<file path="src/rtl/uart_rx_fifo_if.sv">
// Bus bundle for uart_rx_fifo: receiver byte input, show-ahead pop side and status.
// The master drives receiver/bus strobes; the slave (the FIFO) returns data and status.
interface uart_rx_fifo_if #(
    parameter int unsigned ADDR_W = 4
);
    logic [7:0]      rx_data;
    logic            rx_ready;
    logic            pop;
    logic            clr;
    logic            ovr_clr;
    logic [7:0]      rd_data;
    logic            empty;
    logic            full;
    logic [ADDR_W:0] level;
    logic            overrun;
    logic            irq;

    modport master (
        output rx_data, rx_ready, pop, clr, ovr_clr,
        input  rd_data, empty, full, level, overrun, irq
    );

    modport slave (
        input  rx_data, rx_ready, pop, clr, ovr_clr,
        output rd_data, empty, full, level, overrun, irq
    );
endinterface

</file>
<file path="src/rtl/uart_rx_fifo.sv">
// Receive byte FIFO: captures one byte per rx_ready rising edge, show-ahead pop, sticky overrun.
// Optional threshold/overrun interrupt register enabled by defining UART_RX_FIFO_IRQ_EN.
module uart_rx_fifo #(
    parameter int unsigned ADDR_W    = 4,
    parameter int unsigned THRESHOLD = 8
) (
    input  logic          clk,
    input  logic          rst,
    uart_rx_fifo_if.slave bus
);
    localparam int unsigned DEPTH = 1 << ADDR_W;
    localparam int unsigned PW    = ADDR_W + 1;

    // Elaboration-time parameter range checks
    if (ADDR_W < 1 || ADDR_W > 8) begin : g_bad_addr_w
        $error("uart_rx_fifo: ADDR_W out of range 1..8");
    end
    if (THRESHOLD < 1 || THRESHOLD > DEPTH) begin : g_bad_threshold
        $error("uart_rx_fifo: THRESHOLD out of range 1..2**ADDR_W");
    end

    logic [7:0]        mem [DEPTH];
    logic [PW-1:0]     wr_ptr;
    logic [PW-1:0]     rd_ptr;
    logic              rx_ready_q;
    logic              overrun_q;

    logic              empty_c;
    logic              full_c;
    logic              push_c;
    logic              pop_ok_c;
    logic              wr_en_c;
    logic              ovr_ev_c;
    logic [PW-1:0]     level_c;

    // Status and handshake decode, all derived from registered pointers
    always_comb begin
        empty_c  = (wr_ptr == rd_ptr);
        full_c   = (wr_ptr[ADDR_W] != rd_ptr[ADDR_W]) &&
                   (wr_ptr[ADDR_W-1:0] == rd_ptr[ADDR_W-1:0]);
        level_c  = wr_ptr - rd_ptr;
        push_c   = bus.rx_ready & ~rx_ready_q;
        pop_ok_c = bus.pop & ~empty_c;
        wr_en_c  = push_c & (~full_c | pop_ok_c) & ~bus.clr;
        ovr_ev_c = push_c & full_c & ~bus.pop & ~bus.clr;
    end

    // Pointers, edge detector and sticky overrun
    always_ff @(posedge clk or posedge rst) begin
        if (rst) begin
            wr_ptr     <= '0;
            rd_ptr     <= '0;
            rx_ready_q <= 1'b1;
            overrun_q  <= 1'b0;
        end else begin
            rx_ready_q <= bus.rx_ready;
            if (bus.clr) begin
                wr_ptr <= '0;
                rd_ptr <= '0;
            end else begin
                if (wr_en_c) begin
                    wr_ptr <= wr_ptr + PW'(1);
                end
                if (pop_ok_c) begin
                    rd_ptr <= rd_ptr + PW'(1);
                end
            end
            if (ovr_ev_c) begin
                overrun_q <= 1'b1;
            end else if (bus.ovr_clr) begin
                overrun_q <= 1'b0;
            end
        end
    end

    // Storage array has no reset; contents are only visible between the pointers
    always_ff @(posedge clk) begin
        if (wr_en_c) begin
            mem[wr_ptr[ADDR_W-1:0]] <= bus.rx_data;
        end
    end

    assign bus.rd_data = empty_c ? 8'h00 : mem[rd_ptr[ADDR_W-1:0]];
    assign bus.empty   = empty_c;
    assign bus.full    = full_c;
    assign bus.level   = level_c;
    assign bus.overrun = overrun_q;

`ifdef UART_RX_FIFO_IRQ_EN
    logic irq_q;

    // Interrupt lags the fill/overrun condition by one cycle
    always_ff @(posedge clk or posedge rst) begin
        if (rst) begin
            irq_q <= 1'b0;
        end else begin
            irq_q <= (level_c >= PW'(THRESHOLD)) | overrun_q;
        end
    end

    assign bus.irq = irq_q;
`else
    assign bus.irq = 1'b0;
`endif

endmodule

</file>
<file path="src/flat_wrapper.sv">
// flat-port wrapper written by rule: the top's interface ports become plain ports
module uart_rx_fifo_flat 
#(
    parameter int unsigned ADDR_W    = 4,
    parameter int unsigned THRESHOLD = 8
)
  (clk, rst, bus_rx_data, bus_rx_ready, bus_pop, bus_clr, bus_ovr_clr, bus_rd_data, bus_empty, bus_full, bus_level, bus_overrun, bus_irq);
  uart_rx_fifo_if #(.ADDR_W(ADDR_W)) bus_i ();
  input  logic clk;
  input  logic rst;
  input wire logic [$bits(bus_i.rx_data)-1:0] bus_rx_data;
  input wire logic [$bits(bus_i.rx_ready)-1:0] bus_rx_ready;
  input wire logic [$bits(bus_i.pop)-1:0] bus_pop;
  input wire logic [$bits(bus_i.clr)-1:0] bus_clr;
  input wire logic [$bits(bus_i.ovr_clr)-1:0] bus_ovr_clr;
  output wire logic [$bits(bus_i.rd_data)-1:0] bus_rd_data;
  output wire logic [$bits(bus_i.empty)-1:0] bus_empty;
  output wire logic [$bits(bus_i.full)-1:0] bus_full;
  output wire logic [$bits(bus_i.level)-1:0] bus_level;
  output wire logic [$bits(bus_i.overrun)-1:0] bus_overrun;
  output wire logic [$bits(bus_i.irq)-1:0] bus_irq;
  assign bus_i.rx_data = bus_rx_data;
  assign bus_i.rx_ready = bus_rx_ready;
  assign bus_i.pop = bus_pop;
  assign bus_i.clr = bus_clr;
  assign bus_i.ovr_clr = bus_ovr_clr;
  assign bus_rd_data = bus_i.rd_data;
  assign bus_empty = bus_i.empty;
  assign bus_full = bus_i.full;
  assign bus_level = bus_i.level;
  assign bus_overrun = bus_i.overrun;
  assign bus_irq = bus_i.irq;
  uart_rx_fifo #(.ADDR_W(ADDR_W), .THRESHOLD(THRESHOLD)) u_core (.clk(clk), .rst(rst), .bus(bus_i));
endmodule
</file>
<file path="config.mk">
export PLATFORM = sky130hd
export DESIGN_NAME = uart_rx_fifo_flat
export DESIGN_NICKNAME = d
export VERILOG_FILES = /design/src/rtl/uart_rx_fifo_if.sv /design/src/rtl/uart_rx_fifo.sv /design/src/flat_wrapper.sv
export SDC_FILE = /design/constraint.sdc
export NUM_CORES = 1
export LEC_CHECK = 0
export CORE_AREA = 3 3 103 154
export CTS_CLUSTER_DIAMETER = 80
export DETAILED_ROUTE_END_ITERATION = 16
export DIE_AREA = 0 0 106 157
export PLACE_DENSITY_LB_ADDON = 0.15
export SETUP_SLACK_MARGIN = 0.2
export SKIP_LAST_GASP = 1
export SLEW_MARGIN = 20
export SYNTH_ARGS = -nofsm -noshare
export SYNTH_HDL_FRONTEND = slang
export SYNTH_SLANG_ARGS = --single-unit
</file>
<file path="constraint.sdc">
create_clock -name clk -period 3.2 [get_ports clk]
set_clock_uncertainty 0.1 [all_clocks]
set_input_delay 0.64 -clock clk [delete_from_list [all_inputs] [get_ports clk]]
set_output_delay 0.64 -clock clk [all_outputs]
set_load 0.01 [all_outputs]
</file>
Word-level counts from Yosys, hierarchy flattened
Memories as Yosys holds them, arrays and structs flattened.
Index checks and enable logic that the tools add are counted.
{"block": "totals", "reg_bits": 12, "mem_bits_rw": 128, "inputBits": 14, "output_inout_bits": 17, "elab_cells": 37, "n_memories": 1}
{"block": "classes", "addsub": 3, "n_eq_ne": 3, "muxes": 9, "n_bitwise": 13, "n_reduce_logical": 4}
{"name": "u_core.mem", "depth": 16, "width": 8, "read_ports": 1, "rd_clocked_by_memory_dff": 0, "write_ports": 1, "line_no": "uart_rx_fifo.sv:22", "source": "logic [7:0] mem [DEPTH];"}
{"operator": "$mux 5", "n": 4}
{"operator": "$add 5x1->5 const B", "n": 2}
{"operator": "$mux 8", "n": 1}
{"operator": "$and 1x1->1", "n": 7}
{"operator": "$reduce_bool 2->1", "n": 3}
{"operator": "$eq 5x5->1", "n": 1}
{"operator": "$not 1->1", "n": 5}
{"operator": "$sub 5x5->5", "n": 1}
{"operator": "$eq 4x4->1", "n": 1}
{"operator": "$mux 1", "n": 4}
{"operator": "$logic_and 1x1->1", "n": 1}
{"operator": "$ne 1x1->1", "n": 1}
{"operator": "$or 1x1->1", "n": 1}

Logic depth before layout (Yosys ltp)
{"block": "logic_depth", "ltp_word": 8, "mapped_depth": 7, "depth_no_buf": 7}

Least setup slack after synthesis
OpenSTA, ideal clock, no wires.
{"block": "synth_timing", "path_kind": "register to output", "start": "register u_core.rd_ptr[2]", "end": "output port bus_rd_data[6]", "t_arrival_ps": 2119, "required_ps": 2460, "setup_slack_ps": 341, "path_stages_with_launch": 8, "path_buffers": 1, "cell_sequence": "dfrtp_1 > buf_2 > clkinv_1 > ha_1 > nand4_2 > nor2_1 > a211o_1 > o31ai_1"}
{"block": "synth_via", "elab_chain_cells": 2, "word_cells_on_any_way": 3, "cone_classes": "eq/ne: 1; mux: 1; memory: 1"}
{"element": "from (decl)", "line_no": "uart_rx_fifo.sv:24", "source": "logic [PW-1:0] rd_ptr;"}
{"element": "from (signal assigned)", "line_no": "uart_rx_fifo.sv:65", "source": "rd_ptr <= rd_ptr + PW'(1);"}
{"element": "$eq 5x5->1", "line_no": "uart_rx_fifo.sv:38", "source": "empty_c = (wr_ptr == rd_ptr);"}
{"element": "named net bus_empty", "line_no": "flat_wrapper.sv:17", "source": "output wire logic [$bits(bus_i.empty)-1:0] bus_empty;"}
{"element": "$mux 8", "line_no": "uart_rx_fifo.sv:83", "source": "assign bus.rd_data = empty_c ? 8'h00 : mem[rd_ptr[ADDR_W-1:0]];"}
{"element": "to (decl)", "line_no": "flat_wrapper.sv:16", "source": "output wire logic [$bits(bus_i.rd_data)-1:0] bus_rd_data;"}
The timed path passes the listed nets, and every way through them passes these cells.

Worst setup path after layout
{"block": "layout_timing", "start": "register u_core.rd_ptr[0]", "end": "output port bus_rd_data[2]"}
{"block": "layout_via", "elab_chain_cells": 2, "word_cells_on_any_way": 3, "cone_classes": "eq/ne: 1; mux: 1; memory: 1"}
{"element": "$mem_v2 16x8 / $eq 5x5->1 (equally long branches)"}
{"element": "$mux 8 *", "line_no": "uart_rx_fifo.sv:83"}
Mark *: on every way between the ends. The rest lies on a longest branch, timed or not.

==> summary.txt <==
STA
  – Worst Hold Slack: 0.4000 ns
  – Relative slew slack: 53.30%
  – Tcrit/Tclk final: 91.91%
  – Worst-margin pin slew: 0.6983 ns
  – Slew Viols, Final: 0
  – Fin. Hold Viols: 0
  – RSZ-0062 raised after global routing: true
  – Peak Freq: 340.0 MHz
  – Final setup violation count: 0
  – Final WS setup: 0.2589 ns
  – Fin crit period: 2.941 ns

Outcome
  – Status: finished, final reports clean

Min path
  – Hold Crit Class: reg -> reg

Pwr
  – Power, Total: 4.537 mW
  – Maximum VDD drop: 0.2989 mV
  – Static Leak: 2.514 nW
  – Cell Pwr Density: 624.4 nW/um2

Synth
  – Yosys warnings: 0
  – Synthesized area: 5841 um2
  – Cells after synthesis: 322
  – Seq cells post-synth: 140
  – Synthesized Nets: 346
  – Post-Syn Area per Cell: 18.14 um2
  – Post-synth top area share: 65.81%
  – Dominant cell type by area after synthesis: edfxtp_1
  – Sequential area share after synthesis: 70.97%
  – Synth unique cells: 42
  – Async S/R FF share, synth: 8.571%
  – Number of synthesized flops with an enable pin: 128
  – Post-synth top flop: edfxtp_1
  – Largest cells by area after synthesis: edfxtp_1, mux4_2, dfrtp_1

Layout
  – Share of layout cells above drive strength 1: 32.35%
  – Area growth, synth to finish: 24.42%
  – Multi-input gate area in the final layout: 1647 um2
  – Post-route cell area: 7267 um2
  – FF+latch area: 4148 um2
  – Nets: 416
  – Fillers: 1254
  – ANT cells: 0

Global routing
  – Largest net degree at the start of global routing: 17
  – Initial antenna violation count: 0
  – Aggregate global-route resource usage: 16.86%
  – Remaining Overflow, GRT: 0
  – Vias in the first global route: 3302
  – Global-route wire length before repair: 20080 um

Setup path
  – Buffers & Inverters on Critical Path: 4
  – CP Data Arrival Time: 2.20 ns
  – CP max stage delay: 0.50 ns
  – CP max FO: 7
  – Critical path class: reg -> out
  – Critical path endpoint category: primary output
  – Crit-path slowest cell: mux4_2
  – Worst setup SP type: register
  – CP Cell Sequence: buf_6, buf_16, buf_6, mux4_2, nand2_2, and3_1, a211oi_2, buf_2
  – Critical Path RT: 2.46 ns
  – Crit path top cell by count: buf_6
  – Kind of cell adding the most delay to the critical path: buffers and inverters

Job
  – Max-Cap Viols: 0

CTS
  – CTS tree: built
  – Hold-fix buffers at CTS: 0
  – Clk pin slew, worst setup/hold paths: 0.07 ns
  – Clock tree buffer depth: 2
  – H-tree depth: 4
  – Clock sink total: 140
  – Worst-Skew Late Latency: 0.41 ns
  – CTS Root Cell: clkbuf_16
  – Total clock buffers created by CTS: 17

Floorplanning
  – Starting Density: 40.02%
  – # rows: 54
  – Total Die Area: 16640 um2
  – Core box area: 14590 um2
  – Top-level I/O count: 31
  – Die W: 106 um
  – Chip height: 157 um

Route
  – Avg WL per Cell: 21.85 um
  – Avg Vias per Cell: 5.143
  – Number of remaining DRC errors: 0
  – First-iteration detailed-routing DRC count: 178
  – WL final: 13130 um
  – Pre-Repair DR Iteration Count: 4
  – Vias post-DR: 3091
  – Post-route antenna net violation count: 0

Placement
  – Post-Place Worst Slack: 0.2829 ns
  – Post-DP HPWL: 9045 um
  – Post-DP Area: 6563 um2
  – Final RePlAce weighted congestion: 0.8444
  – Port buffer count: 29
worst paths after layout:
kind	cells past startpoint	end	startpoint	slack, ns
worst min register to register	1	u_core.bus.overrun	u_core.bus.overrun	0.40
worst max register to register	8	u_core.mem[1][2]	u_core.rd_ptr[0]	0.83
worst min-delay path	1	u_core.bus.overrun	u_core.bus.overrun	0.40
max in group asynchronous	2	u_core.rd_ptr[3]	rst	2.17
worst max-delay path	8	bus_rd_data[2]	u_core.rd_ptr[0]	0.26
min in group asynchronous	2	u_core.bus.overrun	rst	0.45
layout make-up:
type	instances	area share, %
inverters	12	0.6198
clock inverters	15	2.101
clock buffers	17	5.854
repair buffers	65	8.316
flip-flops and latches	140	57.08
multi-input cells	156	22.66
well taps	196	3.375
repair_timing:
item                                    CTS  global route
endpoints found under the setup margin   14            10
resized for setup                        25            27
pin swaps                                 1             0
cloned                                    1             0
buffers inserted                          1             2
routing by layer:
layer / global-route usage [%] / up-vias / part of all wire, %
met5: 0 / - / 0
met4: 4.506 / 0 / 1.8
met3: 3.775 / 12 / 3.1
met2: 31.33 / 68 / 56
met1: 19.62 / 1604 / 39
li1: - / 1407 / -
report_power, final:
part,internal [mW],total (mW),switching (mW)
combinational,0.318,0.618,0.300
sequential,2.01,2.02,0.0103
clock,1.10,1.90,0.803
synth_stat cells, types with 4 or more instances:
library cell  instances
nand2_1              21
and3_1                8
edfxtp_1            128
ha_1                  9
a21oi_1               5
a211oi_1              7
xnor2_1               5
mux4_2               32
clkbuf_1              4
buf_2                 4
dfrtp_1              11
nor3_1                5
nor2_1               23
o21ai_0               4
mux2i_1               9
inv_1                 9
placed cells by master (no fill, tap or decap), types with 3 or more instances in the layout:
cell             instances
nor3_1                   5
xor2_1                   3
clkinvlp_4               3
a211oi_1                 5
nor2_1                  22
buf_4                   29
edfxtp_1               128
mux2i_2                  6
dlymetal6s2s_1           3
clkbuf_2                 3
inv_8                    3
nand3_1                  3
and3_1                   7
dfrtp_1                  9
clkdlybuf4s50_1         15
dlygate4sd2_1            6
buf_12                   3
buf_6                    3
inv_6                    5
mux4_2                  32
xnor2_1                  5
a21oi_1                  5
nand2_1                 19
clkbuf_16               17
ha_1                     7
o21ai_0                  4
inv_1                    8
or3_1                    3
worst reg2reg max path: cells and delay by family (launching register included):
kind | cells | cell delay [ns]
compound gates | 1 | 0.34
fa+ha+maj | 1 | 0.29
buf+inv | 3 | 0.54
flops | 1 | 0.45
simple gates | 3 | 0.40
registers in the layout, indices dropped and copies added, names as in the netlist:
register,cells
u_core.bus.overrun,1
u_core.mem,128
u_core.wr_ptr,5
u_core.rx_ready_q,1
u_core.rd_ptr,5
metrics by stage:
step                      instances  setup TNS (ns)  util, %
final                           601               0    49.79
after global routing            601               0    49.79
after CTS                       599        -0.04920    49.37
after detailed placement        565               0    44.97
after global placement          565               0    44.97
after floorplan                 322               0        -
kinds of logic after synthesis:
logic type / synth area share (%)
fa+ha+maj: 2.271
flops: 70.97
other cells: 0.06421
compound gates: 3.470
mux: 13.88
xor+xnor: 1.757
simple gates: 5.227
buf+inv: 2.356
Note: power is estimated with default switching activity, not from simulation.
